[src/rtl/ram8_arbiter.sv]
// ram8_arbiter: round-robin arbiter and clear sequencer in front of one RAM8
// (8 x 16-bit register file, synchronous write, combinational read).
//
// State table:
//   state    | meaning
//   ST_CLEAR | walk words 0..7 writing CLEAR_VALUE, no grants, busy=1
//   ST_ARB   | grant at most one requester per cycle, round-robin on ties
//
// Ports:
//   clk, rst_n            system clock, async active-low reset
//   clr_req               request a full clear (honoured only in ST_ARB)
//   req_x/we_x/addr_x/wdata_x  requester x transaction (x = a, b)
//   gnt_x                 requester x accepted this cycle (combinational)
//   rvalid_x              rdata holds requester x read result (1-cycle pulse)
//   rdata                 registered read data, shared
//   busy                  high while clearing
//   ram_in/ram_load/ram_address  drive the RAM8
//   ram_out               RAM8 read data
module ram8_arbiter #(
  parameter bit          CLEAR_ON_RESET = 1'b1,
  parameter logic [15:0] CLEAR_VALUE    = 16'h0000
) (
  input  logic        clk,
  input  logic        rst_n,
  input  logic        clr_req,
  input  logic        req_a,
  input  logic        we_a,
  input  logic [2:0]  addr_a,
  input  logic [15:0] wdata_a,
  output logic        gnt_a,
  output logic        rvalid_a,
  input  logic        req_b,
  input  logic        we_b,
  input  logic [2:0]  addr_b,
  input  logic [15:0] wdata_b,
  output logic        gnt_b,
  output logic        rvalid_b,
  output logic [15:0] rdata,
  output logic        busy,
  output logic [15:0] ram_in,
  output logic        ram_load,
  output logic [2:0]  ram_address,
  input  logic [15:0] ram_out
);

  typedef enum logic {ST_CLEAR = 1'b0, ST_ARB = 1'b1} state_t;

  state_t     state, next_state;
  logic [2:0] clr_cnt;
  logic       last_gnt_b;   // 1 when B won the most recent grant

  always_ff @(posedge clk or negedge rst_n) begin
    if (!rst_n) begin
      state <= CLEAR_ON_RESET ? ST_CLEAR : ST_ARB;
    end else begin
      state <= next_state;
    end
  end

  always_comb begin
    next_state = state;
    case (state)
      ST_CLEAR: if (clr_cnt == 3'd7) next_state = ST_ARB;
      ST_ARB:   if (clr_req)         next_state = ST_CLEAR;
      default:  next_state = ST_ARB;
    endcase
  end

  // Outputs are forced idle while rst_n is low, even though the state
  // register already holds ST_CLEAR during reset.
  always_comb begin
    gnt_a       = 1'b0;
    gnt_b       = 1'b0;
    busy        = 1'b0;
    ram_load    = 1'b0;
    ram_address = addr_a;
    ram_in      = wdata_a;
    if (rst_n) begin
      case (state)
        ST_CLEAR: begin
          busy        = 1'b1;
          ram_load    = 1'b1;
          ram_address = clr_cnt;
          ram_in      = CLEAR_VALUE;
        end
        ST_ARB: begin
          if (!clr_req) begin
            // On a tie A wins only if B had the previous grant.
            if (req_a && (!req_b || last_gnt_b)) begin
              gnt_a       = 1'b1;
              ram_load    = we_a;
              ram_address = addr_a;
              ram_in      = wdata_a;
            end else if (req_b) begin
              gnt_b       = 1'b1;
              ram_load    = we_b;
              ram_address = addr_b;
              ram_in      = wdata_b;
            end
          end
        end
        default: ;
      endcase
    end
  end

  always_ff @(posedge clk or negedge rst_n) begin
    if (!rst_n) begin
      clr_cnt    <= 3'd0;
      last_gnt_b <= 1'b1;
      rdata      <= 16'h0000;
      rvalid_a   <= 1'b0;
      rvalid_b   <= 1'b0;
    end else begin
      // Counter wraps 7 -> 0 on the last clear cycle.
      clr_cnt <= (state == ST_CLEAR) ? clr_cnt + 3'd1 : 3'd0;
      if (gnt_a) begin
        last_gnt_b <= 1'b0;
      end else if (gnt_b) begin
        last_gnt_b <= 1'b1;
      end
      if ((gnt_a && !we_a) || (gnt_b && !we_b)) begin
        rdata <= ram_out;
      end
      rvalid_a <= gnt_a & ~we_a;
      rvalid_b <= gnt_b & ~we_b;
    end
  end

endmodule

[config.mk]
export PLATFORM = sky130hd
export DESIGN_NAME = ram8_arbiter
export DESIGN_NICKNAME = d
export VERILOG_FILES = /design/src/rtl/ram8_arbiter.sv
export SDC_FILE = /design/constraint.sdc
export NUM_CORES = 1
export LEC_CHECK = 0
export ABC_CLOCK_PERIOD_IN_PS = 1490
export BUFFER_PORTS_ARGS = -buffer_cell sky130_fd_sc_hd__buf_2
export CORE_MARGIN = 2
export CORE_UTILIZATION = 36
export CTS_CLUSTER_DIAMETER = 80
export CTS_CLUSTER_SIZE = 14
export DETAILED_ROUTE_END_ITERATION = 8
export GPL_TIMING_DRIVEN = 0
export PLACE_DENSITY = 0.85
export SETUP_SLACK_MARGIN = 0.02
export SLEW_MARGIN = 20
export SYNTH_ARGS = -nofsm -noshare
export SYNTH_HDL_FRONTEND = slang
export SYNTH_SLANG_ARGS = --single-unit
[constraint.sdc]
create_clock -name clk -period 1.49 [get_ports clk]
set_input_delay 0.149 -clock clk [delete_from_list [all_inputs] [get_ports clk]]
set_output_delay 0.149 -clock clk [all_outputs]
set_load 0.02 [all_outputs]
After elaboration in Yosys (flattened, before gate mapping)
Index checks and enable logic that the tools add are counted.
{"block": "totals", "regBits": 23, "inputBits": 61, "out_inout_bits": 41, "word_cells": 54}
{"block": "op_classes", "addsub": 1, "n_eq_ne": 1, "n_mux": 32, "n_bitwise": 5, "n_reduce_logical": 9}
{"cell": "2-to-1 mux 16 bit", "count": 4}
{"cell": "one-hot mux 16 bit (2 select lines)", "count": 1}
{"cell": "2-to-1 mux 1 bit", "count": 19}
{"cell": "2-to-1 mux 3 bit", "count": 5}
{"cell": "one-hot mux 3 bit (2 select lines)", "count": 1}
{"cell": "one-hot mux 1 bit (2 select lines)", "count": 2}
{"cell": "adder 3 x 1 -> 3 bit, second input constant", "count": 1}
{"cell": "equality test 3 bit, second input constant", "count": 1}
{"cell": "logical AND 1 bit", "count": 3}
{"cell": "zero test 1 bit", "count": 3}
{"cell": "NOT 1 bit", "count": 3}
{"cell": "AND 1 bit", "count": 2}
{"cell": "logical OR 1 bit", "count": 2}
{"cell": "nonzero test 2 bit", "count": 1}

Longest topological paths before layout
{"block": "logic_depth", "word_depth": 9, "depth_mapped": 5, "depth_no_buf": 4}

Worst setup path before layout
No wires, ideal clock.
{"block": "synth_path", "path_kind": "register to output", "start": "reg last_gnt_b", "end": "out ram_load", "arrival_time_ns": 1.718, "required_time_ns": 1.341, "path_slack_ns": -0.377, "stages_incl_launch_ff": 4, "n_path_buf": 0, "path_cell_list": "dfstp_2 -> nor2b_1 -> or2_2 -> o311ai_0"}
{"block": "synth_via", "elab_chain_cells": 6}
{"element": "from (decl)", "line": "50", "rtl": "logic last_gnt_b;"}
{"element": "from (signal assigned)", "line": "110", "rtl": "last_gnt_b <= 1'b1;"}
{"element": "from (signal assigned)", "line": "118", "rtl": "last_gnt_b <= 1'b0;"}
{"element": "from (signal assigned)", "line": "120", "rtl": "last_gnt_b <= 1'b1;"}
{"element": "logical OR 1 bit", "line": "89", "rtl": "if (req_a && (!req_b || last_gnt_b)) begin"}
{"element": "logical AND 1 bit", "line": "89"}
{"element": "2-to-1 mux 1 bit", "line": "89"}
{"element": "2-to-1 mux 1 bit", "line": "87", "rtl": "if (!clr_req) begin"}
{"element": "one-hot mux 1 bit (2 select lines)", "line": "79", "rtl": "case (state)"}
{"element": "2-to-1 mux 1 bit", "line": "78", "rtl": "if (rst_n) begin"}
{"element": "to (decl)", "line": "41", "rtl": "output logic ram_load,"}
No other way between the ends.

Worst setup path after layout
Ends and elaborated chain as after synthesis.

==> results.ini <==
[logic_synthesis]
synthDistinctLibCells = 25
yosys_warnings = 0
netlist_instances = 136
syn_nets = 199
ys_seq_area_frac = 0.4353
synth_area_sq_um = 1325
postSynthAreaPerCell_sq_um = 9.743
yosys_register_bits = 23

[setup_path]
r2r_setup_slack_ns = -0.16
cp_data_required_time_ns = 1.34
endpoint = ram_load
reg2reg_to = rdata[4]
worstReg2RegStart = last_gnt_b
crit_type = reg -> out
critPathMaxFanout = 4
end_kind = primary output
crit_start = last_gnt_b
crit_arrival_ns = 1.64
critPathLaunchType = flip-flop
reg2regPathDepth = 5

[floorplanning]
die_w_microns = 64.67
die_h_microns = 64.67
core_sq_um = 3606
io_pins = 102
dieArea_sq_um = 4182
initial_core_util = 0.3675
rows = 22

[run]
drv_cap = 0

[clocking]
insertion_delay_ns = 0.26
ctsRootBufferMaster = clkbuf_8
clk_pin_slew_worst_paths_ns = 0.08
clock_path_buffers = 2
numClockSinks = 23
cts_tree = built
cts_inserted_buffers = 3
htreeDepth = 1

[finish]
post-route-util = 0.6617
layout-drive-gt1-share = 0.7198
num_antenna_cells = 0
nNetsFinal = 321
final_common_cell = buf_2
areaGrowthSynthToFinish_pct = 80.08
ff_latch_area_sq_um = 578.1
fillers = 301
multi_input_area_sq_um = 844.6
layout_common_cells = buf_2 (78), nand2_1 (31), buf_4 (25)

[placement]
dp_hpwl_microns = 2830
port_buffers = 101
routabilityCongestion = 0.7269

[timing]
rsz0062_at_grt = yes
hold_viol_final = 1
worst_pin_slew_ns = 0.4834
finalSetupTns_ns = -7.317
whs_ns = -0.0002319
max_freq_ghz = 0.5595
fin_skew_ns = 0.0008993
finalCritPeriodShare = 1.199
layout_setup_ws_ns = -0.2972
slew_viol_final = 0
setup_viol = 37
max_slew_margin = 0.6777
min_period_ns = 1.787

[pwr]
p_per_area_nw_per_um2 = 1463
peakVddDrop_mv = 1.088
power.total_mw = 3.492
leakagePower_nw = 1.270

[global_routing]
grt_max_degree = 23
grt_pass1_wl_microns = 6617
grt_usage = 0.2093
antenna_found_initial = 0
first_global_vias = 1478
grt.overflow.total = 0

[drt]
drt-pass1-iter-count = 2
drtIter0Drc = 10
drt_wl_total_microns = 4354
viasPerCell = 4.777
drc = 0
ant_nets = 0
dr_total_vias = 1457
wl_per_cell_microns = 14.28

[outcome]
violations = negative hold slack, negative setup slack
outcome = finished with violations

[hold_path]
min_path_type = in -> async

[kinds of logic (layout without fill, tap and decap cells)]
kind of cell,count (synthesis),after routing,share of synthesized area
compound gates,29,29,0.1379
flops,23,23,0.4353
simple gates,57,57,0.2059
fa+ha+maj,2,2,0.01888
mux,16,16,0.1643
buf+inv,9,130,0.03777
[layer usage]
layer | vias to the layer above | track usage | wire [microns]
li1 | 701 | - | -
met5 | - | 0 | 0
met4 | 0 | 0.07447 | 87
met2 | 54 | 0.3919 | 2364
met1 | 694 | 0.2271 | 1675
met3 | 8 | 0.05208 | 226
[metrics by stage]
stage	instances	instance area (sq um)	hold slack (ns)	setup slack, ns
CTS	305	2370	0.05049	-0.2615
global route	305	2386	0.03934	-0.3821
finish	305	2386	-0.0002319	-0.2972
global placement	285	1992	0.1752	-0.5098
floorplan	136	1426	-0.1466	-0.1019
detailed placement	285	1992	0.1824	-0.5389
[flip-flops by register name (all words and copies together), names as in the netlist]
register	count
state	1
last_gnt_b	1
clr_cnt	3
rvalid_a	1
rdata	16
rvalid_b	1
[report_power, final]
part	internal (mW)	switching [mW]	total, mW
clock network	0.187	0.197	0.383
registers	0.902	0.161	1.06
logic	1.01	1.04	2.05
total	2.10	1.40	3.49
[worst max-delay path, stage by stage, from the launching register on]
cell,delay (ns)
dfstp_2,0.59
nor2b_2,0.08
or2_4,0.26
o311ai_4,0.28
buf_6,0.16
[repair_timing]
action,4_1_cts,5_1_grt
hold buffers,2,0
gates cloned,4,0
setup endpoints to repair,39,39
pin swaps,9,1
resized for setup,58,5
endpoints found under the hold margin,22,0
setup buffers,10,0
[cell type report]
class / instances / share of cell area
repair buffers: 117 / 0.3162
multi-input cells: 104 / 0.3540
inverters: 3 / 0.005768
plain buffers: 6 / 0.03723
clock inverters: 1 / 0.002098
well taps: 48 / 0.02517
clock buffers: 3 / 0.01730
flip-flops and latches: 23 / 0.2423
[Yosys cell counts]
| master | count | area, sq um |
|---|---|---|
| nand2_1 | 37 | 138.9 |
| a21oi_1 | 22 | 110.1 |
| dfrtp_1 | 22 | 550.5 |
| mux2_4 | 10 | 150.1 |
| mux2_2 | 6 | 67.56 |
| clkbuf_1 | 5 | 18.77 |
| nor2_1 | 5 | 18.77 |
| inv_1 | 3 | 11.26 |
| nand3_1 | 3 | 15.01 |
| nor2b_1 | 3 | 18.77 |
| o21ai_0 | 3 | 15.01 |
| and2b_2 | 2 | 17.52 |
| ha_1 | 2 | 25.02 |
| or2_2 | 2 | 12.51 |
| a21o_4 | 1 | 15.01 |
| a2bb2oi_4 | 1 | 26.28 |
| buf_12 | 1 | 20.02 |
| dfstp_2 | 1 | 26.28 |
| nand2b_4 | 1 | 13.76 |
| nand3b_1 | 1 | 7.510 |
| nor3_1 | 1 | 5.000 |
| nor3_4 | 1 | 16.27 |
| o211ai_1 | 1 | 7.510 |
| o311ai_0 | 1 | 8.760 |
| or2b_2 | 1 | 8.760 |
[how the worst min path moves through the flow]
stage,slack [ns],cells past startpoint,to,startpoint
6_report,-0.0002,2,rdata[3],rst_n
3_3_place_gp,0.18,1,rdata[9],rst_n
3_5_place_dp,0.18,1,rdata[12],rst_n
5_1_grt,0.04,2,rdata[12],rst_n
2_1_floorplan,-0.15,0,clr_cnt[0],rst_n
4_1_cts,0.05,2,rvalid_a,we_a
Note: power is estimated with default switching activity, not from simulation.
